==> config.mk <==
export PLATFORM = sky130hd
export DESIGN_NAME = modadd_seq_ctrl_flat
export DESIGN_NICKNAME = d
export VERILOG_FILES = /design/src/rtl/modadd_seq_ctrl_pkg.sv /design/src/rtl/modadd_seq_ctrl_if.sv /design/src/rtl/modadd_vec_gen.sv /design/src/rtl/modadd_seq_ctrl.sv /design/src/flat_wrapper.sv
export SDC_FILE = /design/constraint.sdc
export NUM_CORES = 1
export LEC_CHECK = 0
export BUFFER_PORTS_ARGS = -buffer_cell sky130_fd_sc_hd__clkbuf_2
export CORE_ASPECT_RATIO = 2
export CORE_UTILIZATION = 35
export CTS_BUF_LIST = sky130_fd_sc_hd__clkbuf_16
export DETAILED_ROUTE_END_ITERATION = 10
export PLACE_DENSITY_LB_ADDON = 0.25
export SETUP_SLACK_MARGIN = 0.4
export SYNTH_ARGS = -nofsm -noshare
export SYNTH_HDL_FRONTEND = slang
export SYNTH_HIERARCHICAL = 1
export SYNTH_SLANG_ARGS = --single-unit
==> constraint.sdc <==
create_clock -name clk -period 4 [get_ports clk]
set_input_delay 0.4 -clock clk [delete_from_list [all_inputs] [get_ports clk]]
set_output_delay 0.4 -clock clk [all_outputs]
set_load 0.05 [all_outputs]
==> src/rtl/modadd_seq_ctrl_pkg.sv <==
// mod_arith_pkg: shared constants, FSM state type and golden/saturation helpers for the mod-M sequencer
package mod_arith_pkg;
   localparam int MODULUS_DEF = 11;
   localparam int WIDTH_DEF   = 4;
   localparam int NUM_VEC     = 2 * MODULUS_DEF * MODULUS_DEF;
   localparam int GW          = 16;
   typedef logic [GW-1:0] gval_t;
   typedef enum logic [2:0] {ST_IDLE, ST_REQ, ST_CHECK, ST_REL, ST_DONE} state_e;
   // Result is evaluated wider than WIDTH+1, so x+y and x-y+m cannot overflow.
   function automatic gval_t mod_golden(input logic s, input gval_t x, input gval_t y,
                                        input gval_t m = gval_t'(MODULUS_DEF));
      gval_t sum;
      sum = x + y;
      return s ? ((x >= y) ? x - y : x - y + m) : ((sum >= m) ? sum - m : sum);
   endfunction
   function automatic logic [7:0] sat_inc(input logic [7:0] v);
      return (v == 8'hff) ? v : v + 8'd1;
   endfunction
endpackage

==> src/rtl/modadd_seq_ctrl_if.sv <==
// modadd_seq_ctrl_if: operand/result handshake between the sequencer (master) and the datapath (slave)
interface modadd_seq_ctrl_if import mod_arith_pkg::*; #(parameter int WIDTH = WIDTH_DEF);
   logic             op_req;
   logic             op_ack;
   logic             s;
   logic [WIDTH-1:0] x;
   logic [WIDTH-1:0] y;
   logic [WIDTH-1:0] res;
   modport master (output op_req, s, x, y, input op_ack, res);
   modport slave  (input op_req, s, x, y, output op_ack, res);
endinterface

==> src/rtl/modadd_vec_gen.sv <==
// modadd_vec_gen: nested s/x/y operand counters (s outer, x middle, y inner), each 0..M-1
module modadd_vec_gen import mod_arith_pkg::*; #(
   parameter int MODULUS = MODULUS_DEF,
   parameter int WIDTH   = WIDTH_DEF
) (
   input  logic             clk,
   input  logic             rst_n,
   input  logic             clr,
   input  logic             adv,
   output logic             s,
   output logic [WIDTH-1:0] x,
   output logic [WIDTH-1:0] y,
   output logic             last
);
   localparam logic [WIDTH-1:0] TOP = WIDTH'(MODULUS - 1);
   logic             s_d, s_q;
   logic [WIDTH-1:0] x_d, x_q, y_d, y_q;
   logic             x_wrap, y_wrap;
   // next operand: clear wins over advance; carries ripple y -> x -> s
   always_comb begin
      y_wrap = y_q == TOP;
      x_wrap = x_q == TOP;
      y_d    = clr ? '0 : adv ? (y_wrap ? '0 : y_q + 1'b1) : y_q;
      x_d    = clr ? '0 : (adv && y_wrap) ? (x_wrap ? '0 : x_q + 1'b1) : x_q;
      s_d    = clr ? 1'b0 : (adv && y_wrap && x_wrap) ? ~s_q : s_q;
   end
   // operand registers
   always_ff @(posedge clk or negedge rst_n) begin
      if (!rst_n) begin
         s_q <= 1'b0;
         x_q <= '0;
         y_q <= '0;
      end else begin
         s_q <= s_d;
         x_q <= x_d;
         y_q <= y_d;
      end
   end
   assign s    = s_q;
   assign x    = x_q;
   assign y    = y_q;
   assign last = s_q & x_wrap & y_wrap;
endmodule

==> src/rtl/modadd_seq_ctrl.sv <==
// modadd_seq_ctrl: drives all 2*M*M vectors through req/ack, checks residues, counts pass/fail.
// Build option MODADD_SEQ_STOP_ON_FAIL_EN: end the run after the first mismatch or timeout.
module modadd_seq_ctrl import mod_arith_pkg::*; #(
   parameter int MODULUS = MODULUS_DEF,
   parameter int WIDTH   = WIDTH_DEF,
   parameter int TIMEOUT = 15
) (
   input  logic               clk,
   input  logic               rst_n,
   input  logic               start,
   modadd_seq_ctrl_if.master  bus,
   output logic               busy,
   output logic               done,
   output logic [7:0]         pass_cnt,
   output logic [7:0]         fail_cnt,
   output logic               timeout_err,
   output logic [2*WIDTH:0]   fail_vec,
   output logic               fail_seen
);
   localparam int TW = $clog2(TIMEOUT + 1);
   state_e             state_d, state_q;
   logic [TW-1:0]      tmr_d, tmr_q;
   logic [WIDTH-1:0]   res_d, res_q;
   logic [7:0]         pass_d, pass_q, fail_d, fail_q;
   logic               to_d, to_q, fseen_d, fseen_q;
   logic [2*WIDTH:0]   fvec_d, fvec_q;
   logic               clr, adv, last, vs, stop, match;
   logic [WIDTH-1:0]   vx, vy;

   modadd_vec_gen #(.MODULUS(MODULUS), .WIDTH(WIDTH)) u_vec (
      .clk(clk), .rst_n(rst_n), .clr(clr), .adv(adv),
      .s(vs), .x(vx), .y(vy), .last(last)
   );

   assign match = gval_t'(res_q) == mod_golden(vs, gval_t'(vx), gval_t'(vy), gval_t'(MODULUS));
`ifdef MODADD_SEQ_STOP_ON_FAIL_EN
   assign stop = fail_q != 8'd0;
`else
   assign stop = 1'b0;
`endif

   // FSM next state, handshake timer, result capture and counter updates
   always_comb begin
      state_d = state_q;
      tmr_d   = tmr_q;
      res_d   = res_q;
      pass_d  = pass_q;
      fail_d  = fail_q;
      to_d    = to_q;
      fseen_d = fseen_q;
      fvec_d  = fvec_q;
      clr     = 1'b0;
      adv     = 1'b0;
      case (state_q)
         ST_IDLE, ST_DONE: if (start) begin
            state_d = ST_REQ;
            clr     = 1'b1;
            tmr_d   = '0;
            pass_d  = '0;
            fail_d  = '0;
            to_d    = 1'b0;
            fseen_d = 1'b0;
            fvec_d  = '0;
         end
         ST_REQ: if (bus.op_ack) begin
            res_d   = bus.res;
            state_d = ST_CHECK;
         end else if (tmr_q == TW'(TIMEOUT - 1)) begin
            fail_d  = sat_inc(fail_q);
            to_d    = 1'b1;
            state_d = ST_REL;
         end else begin
            tmr_d   = tmr_q + 1'b1;
         end
         ST_CHECK: begin
            state_d = ST_REL;
            if (match) pass_d = sat_inc(pass_q);
            else begin
               fail_d = sat_inc(fail_q);
               if (!fseen_q) begin
                  fseen_d = 1'b1;
                  fvec_d  = {vs, vx, vy};
               end
            end
         end
         ST_REL: if (!bus.op_ack) begin
            if (last || stop) state_d = ST_DONE;
            else begin
               adv     = 1'b1;
               tmr_d   = '0;
               state_d = ST_REQ;
            end
         end
         default: state_d = ST_IDLE;
      endcase
   end

   // state, timer, captured residue and result registers
   always_ff @(posedge clk or negedge rst_n) begin
      if (!rst_n) begin
         state_q <= ST_IDLE;
         tmr_q   <= '0;
         res_q   <= '0;
         pass_q  <= '0;
         fail_q  <= '0;
         to_q    <= 1'b0;
         fseen_q <= 1'b0;
         fvec_q  <= '0;
      end else begin
         state_q <= state_d;
         tmr_q   <= tmr_d;
         res_q   <= res_d;
         pass_q  <= pass_d;
         fail_q  <= fail_d;
         to_q    <= to_d;
         fseen_q <= fseen_d;
         fvec_q  <= fvec_d;
      end
   end

   assign bus.op_req  = state_q == ST_REQ;
   assign bus.s       = vs;
   assign bus.x       = vx;
   assign bus.y       = vy;
   assign busy        = state_q inside {ST_REQ, ST_CHECK, ST_REL};
   assign done        = state_q == ST_DONE;
   assign pass_cnt    = pass_q;
   assign fail_cnt    = fail_q;
   assign timeout_err = to_q;
   assign fail_vec    = fvec_q;
   assign fail_seen   = fseen_q;
endmodule

==> src/flat_wrapper.sv <==
// flat-port wrapper written by rule: the top's interface ports become plain ports
module modadd_seq_ctrl_flat import mod_arith_pkg::*;
#(
   parameter int MODULUS = MODULUS_DEF,
   parameter int WIDTH   = WIDTH_DEF,
   parameter int TIMEOUT = 15
)
  (clk, rst_n, start, busy, done, pass_cnt, fail_cnt, timeout_err, fail_vec, fail_seen, bus_op_req, bus_s, bus_x, bus_y, bus_op_ack, bus_res);
  modadd_seq_ctrl_if #(.WIDTH(WIDTH)) bus_i ();
  input  logic clk;
  input  logic rst_n;
  input  logic start;
  output logic busy;
  output logic done;
  output logic [7:0] pass_cnt;
  output logic [7:0] fail_cnt;
  output logic timeout_err;
  output logic [2*WIDTH:0] fail_vec;
  output logic fail_seen;
  output wire logic [$bits(bus_i.op_req)-1:0] bus_op_req;
  output wire logic [$bits(bus_i.s)-1:0] bus_s;
  output wire logic [$bits(bus_i.x)-1:0] bus_x;
  output wire logic [$bits(bus_i.y)-1:0] bus_y;
  input wire logic [$bits(bus_i.op_ack)-1:0] bus_op_ack;
  input wire logic [$bits(bus_i.res)-1:0] bus_res;
  assign bus_op_req = bus_i.op_req;
  assign bus_s = bus_i.s;
  assign bus_x = bus_i.x;
  assign bus_y = bus_i.y;
  assign bus_i.op_ack = bus_op_ack;
  assign bus_i.res = bus_res;
  modadd_seq_ctrl #(.MODULUS(MODULUS), .WIDTH(WIDTH), .TIMEOUT(TIMEOUT)) u_core (.clk(clk), .rst_n(rst_n), .start(start), .bus(bus_i), .busy(busy), .done(done), .pass_cnt(pass_cnt), .fail_cnt(fail_cnt), .timeout_err(timeout_err), .fail_vec(fail_vec), .fail_seen(fail_seen));
endmodule
-- Word-level counts from Yosys, hierarchy flattened
Cells that the tools add are included.
- register bits after elaboration: 47
- output and inout bits: 39
- logic and storage cells: 113
- $add $sub $neg: 9
- $lt $le $gt $ge: 2
- equality and inequality tests: 21
- mux-type cells: 47
- bitwise logic cells: 3
- reduce and logical (&&, ||, !) cells: 20
- operators by type and width (cell ; number):
    2-to-1 mux 8 bit ; 7
    2-to-1 mux 16 bit ; 3
    2-to-1 mux 4 bit ; 11
    2-to-1 mux 9 bit ; 3
    case mux 8 bit (3 select lines) ; 1
    case mux 9 bit (2 select lines) ; 1
    adder 16 x 4 -> 16 bit, second input constant ; 1
    adder 8 x 1 -> 8 bit, second input constant ; 2
    == test 4 x 16 -> 1 bit ; 1
    == test 8 bit, second input constant ; 2
    >= comparator 16 x 4 -> 1 bit, second input constant ; 1
    inequality test 2 bit, second input constant ; 8
    case mux 8 bit (2 select lines) ; 1
    subtractor 16 x 4 -> 16 bit, second input constant ; 1
    2-to-1 mux 3 bit ; 5
    adder 4 x 1 -> 4 bit, second input constant ; 3
    == test 4 bit, second input constant ; 3
    case mux 3 bit (4 select lines) ; 1
    case mux 4 bit (3 select lines) ; 1
    AND reduction 4 bit ; 3
    2-to-1 mux 1 bit ; 11
    nonzero test 2 bit ; 5
    nonzero test 3 bit ; 3
    == test 3 x 2 -> 1 bit, second input constant ; 2
    17 further kinds ; 22

-- Longest topological paths before layout
- depth after elaboration: 10
- depth in mapped cells: 13
- depth with buffers taken out: 12

-- By module
Netlist, hierarchy kept.
- by module, submodules not included (module ; instances ; cells an instance ; area each (um^2) ; seq. area each (um^2)):
    modadd_seq_ctrl ; 1 ; 314 ; 2625.0 ; 950.9
    modadd_vec_gen ; 1 ; 57 ; 538.0 ; 225.2

-- Worst setup path after synthesis
Ideal clock, no wire load.
- path kind: reg-to-reg
- start point: reg u_core.u_vec.x_q[0], in the netlist u_core/u_vec/x[0]
- end point: reg u_core.pass_q[3], in the netlist u_core/pass_cnt[3]
- data arrival time: 3615 ps
- data required time: 3923 ps
- path slack: 309 ps
- stages on the path, launching flop included: 12
- buffers on the path: 0
- period minus slack after synthesis: 3691 ps
- path through: dfrtp_1 ha_1 fa_1 ha_1 o21bai_1 a221o_1 or4_1 a21oi_1 nor2_1 o31a_1 or4_1 o21ai_1
- longest elaborated chain between the ends: 7
- elaborated cells between the ends (all ways): 12
- classes of those cells: add/sub (4); order compare (2); eq/ne (2); mux (3); reduce/logical (1)
- RTL lines (item ; line ; source):
    from (decl) ; modadd_vec_gen.sv:17 ; logic [WIDTH-1:0] x_d, x_q, y_d, y_q;
    from (signal assigned) ; modadd_vec_gen.sv:31 ; x_q <= '0;
    from (signal assigned) ; modadd_vec_gen.sv:35 ; x_q <= x_d;
    adder 4 x 4 -> 5 bit / subtractor 4 x 4 -> 5 bit (equally long branches) ; modadd_seq_ctrl_pkg.sv:13, modadd_seq_ctrl_pkg.sv:14 ;
    subtractor 16 x 4 -> 16 bit (tied with other cells) ; modadd_seq_ctrl_pkg.sv:14 ; return s ? ((x >= y) ? x - y : x - y + m) : ((sum >= m) ? sum - m : sum);
    2-to-1 mux 16 bit ; modadd_seq_ctrl_pkg.sv:14 ;
    2-to-1 mux 16 bit (*) ; modadd_seq_ctrl_pkg.sv:14 ;
    == test 4 x 16 -> 1 bit (*) ; modadd_seq_ctrl.sv:35 ; assign match = gval_t'(res_q) == mod_golden(vs, gval_t'(vx), gval_t'(vy), gval_t'(MODULUS));
    inequality test 2 x 1 -> 1 bit (no line) (*) ; n/a ;
    AND reduction 4 bit (no line) (*) ; n/a ;
    to (signal assigned) ; modadd_seq_ctrl.sv:113 ; pass_q <= pass_d;
    to (decl) ; modadd_seq_ctrl.sv:24 ; logic [7:0] pass_d, pass_q, fail_d, fail_q;
Every way passes the cells marked *; elsewhere a longest branch is shown, timed or not.
A chain may end at the register's enable or synchronous reset.

-- Final worst setup path
Ends and elaborated chain as after synthesis.

==> flow_metrics.tcl <==
set metrics [dict create \
    grt_usage 0.194 \
    start_util 0.363 \
    arrival_ns 3.74 \
    synth-edff-count 0 \
    drt_pre_antenna_iters 4 \
    netlist.area_leader.share 0.372 \
    clk_pin_slew_ns 0.07 \
    grt_overflow 0 \
    synth_cell_types 58 \
    cp_num_buf_inv 0 \
    grt_max_degree 34 \
    synth_top_area_cell "dfrtp_1" \
    dp_hpwl_um 6620 \
    ys.warnings.count 6 \
    worstSetupPathType "reg -> reg" \
    synth-seq-area-share 0.372 \
    cts_root_buf "clkbuf_16" \
    rsz0062_at_grt "true" \
    nNetsFinal 455 \
    synth_nets 399 \
    wl_um 8770 \
    clock-skew-final_ns 0.00536 \
    status "completed" \
    row_count 48 \
    p_leak_nw 1.76 \
    cts.sinks 47 \
    grt_pass1_vias 3012 \
    worst_pin_slew_ns 0.891 \
    antenna_found_initial 0 \
    cts_buffers 5 \
    die_y_um 136 \
    die_w_um 69.2 \
    cp-end-kind "flip-flop" \
    cts_max_path_buffers 2 \
    grt_pass1_wl_um 14500 \
    design_area_um2 3800 \
    cp.required_ns 4.22 \
    synth_flop_cell "dfrtp_1" \
    register_area_um2 1180 \
    coreArea_um2 8710 \
    place_inst 515 \
    timing.fmax_mhz 285 \
    relSlewSlack 0.406 \
    path_cells "ha_2, fa_2, ha_4, o22ai_1, a221o_1, o2111ai_1, a31o_2, nand4_1, o31a_1, or4_1, o21ai_1" \
    setup_viol 0 \
    antenna_cells 0 \
    critPathTopFamily "compound AO/OA/AOI/OAI gates" \
    drtAntennaViolNets 0 \
    die_area_um2 9440 \
    cp_slowest_cell "fa_2" \
    min_path_type "in -> async" \
    htreeDepth 2 \
    multiInputGateArea_um2 1890 \
    drt_iter0_markers 192 \
    synthCells 371 \
    drv_slew 0 \
    fin_util 0.436 \
    async_flop_share 1.00 \
    ir_drop_uv 520 \
    finalSetupTns_ns 0 \
    fill_cells 853 \
    powerDensity_nw_per_um2 721 \
    synth-seq-cells 47 \
    avgSynthCellArea_um2 8.53 \
    r2r_setup_slack_ns 0.49 \
    routedWlPerCell_um 16.6 \
    placed_area_um2 3540 \
    drc 0 \
    area_growth_pct 20.1 \
    final_cells 528 \
    period_needed_ns 3.51 \
    startpoint_type "flip-flop" \
    final_hold_viol_count 0 \
    final_layout_size_suffix_gt1_frac 0.215 \
    ios 47 \
    cts_tree "done" \
    p_total_mw 2.74 \
    synth_most_common_cell "dfrtp_1" \
    gp_congestion 0.873 \
    clock_latency_ns 0.29 \
    crit_path_max_fanout 7 \
    place.port_buffers 46 \
    viasPerCell 5.70 \
    ys_top_cells_by_area "dfrtp_1 (37%), ha_1 (7.1%), nand2_1 (5.1%)" \
    netlist_area_um2 3160 \
    period_share 0.878 \
    cap_violations 0 \
    synth_common_cells "dfrtp_1 (47), nand2_1 (43), o21ai_0 (30)" \
    slowest_delay_ns 0.58 \
    dr_total_vias 3011 \
]
state kept, by name, indices dropped and copies added (netlist names), 3 cells and up:
register and cells:
u_core/pass_cnt 8, u_core/fail_vec 9, u_core/state_q 3, u_core/fail_cnt 8, u_core/u_vec/y 4, u_core/u_vec/x 4, u_core/tmr_q 4, u_core/res_q 4
cells by family (layout without fill, tap and decap cells):
kind of cell / Yosys count / after routing / synth area share
adder cells (fa/ha/maj): 20 / 20 / 0.0839
multiplexers: 7 / 7 / 0.0237
XOR/XNOR: 8 / 8 / 0.0222
buffers and inverters: 34 / 91 / 0.0419
AO/OA/AOI/OAI: 101 / 101 / 0.203
AND/OR/NAND/NOR: 154 / 154 / 0.253
flip-flops: 47 / 47 / 0.372
area by class of cell:
cell class              count  share of cell area
multi-input cells         290               0.497
flip-flops and latches     47               0.311
repair buffers             59              0.0863
clock buffers               5              0.0329
well taps                 100              0.0329
inverters                  24              0.0237
clock inverters             3              0.0168
power by group:
| group | total, mW | switching, mW | internal [mW] |
|---|---|---|---|
| logic | 1.47 | 0.989 | 0.481 |
| registers | 0.732 | 0.136 | 0.596 |
| clock network | 0.539 | 0.183 | 0.356 |
placed cells by master, fill, tap and decap left out, types with 3 or more instances in the layout:
master     count
clkbuf_16      5
a21o_1         4
a31o_2         3
a21oi_1       28
ha_1          15
nand4_1        5
or3_1          9
mux2_2         4
a41o_1         4
mux2i_1        3
dfrtp_1       44
and2_1         3
and3_1         5
dfrtp_2        3
nand2b_1       8
nand2_1       43
or4_1          4
buf_4         13
inv_1         24
xnor2_1        6
nor3_1         7
nor2b_1        4
nand3_1       24
o21ai_0       30
clkbuf_2      46
nand3b_1       5
nor2_1        25
a31oi_1        5
final timing paths:
kind,startpoint,endpoint,cells past startpoint
min,rst_n,u_core/fail_cnt[5],1
max in group asynchronous,rst_n,u_core/u_vec/y[0],2
max,u_core/u_vec/x[0],u_core/pass_cnt[3],11
min reg2reg,u_core/timeout_err,u_core/timeout_err,1
min in group clk,bus_res[2],u_core/res_q[2],2
max reg2reg,u_core/u_vec/x[0],u_core/pass_cnt[3],11
stage by stage:
step | setup WS [ns] | hold slack [ns]
global placement | 0.398 | 0.477
detailed placement | 0.331 | 0.489
finish | 0.487 | 0.220
global route | 0.369 | 0.286
CTS | 0.404 | 0.252
floorplan | 0.443 | 0.104
what timing repair did:
item,4_1_cts,5_1_grt
pin swaps,2,3
setup buffers,2,3
resized for setup,3,7
hold buffers,0,0
setup endpoints to repair,5,20
per-layer routing:
| metal | track usage | routed length, um | vias up |
|---|---|---|---|
| met2 | 0.370 | 4860 | 76 |
| met3 | 0.0304 | 297 | 19 |
| met5 | 0 | 0 | - |
| met4 | 0.101 | 259 | 0 |
| li1 | - | - | 1459 |
| met1 | 0.200 | 3350 | 1457 |
Power figures use the tool's default switching activity.
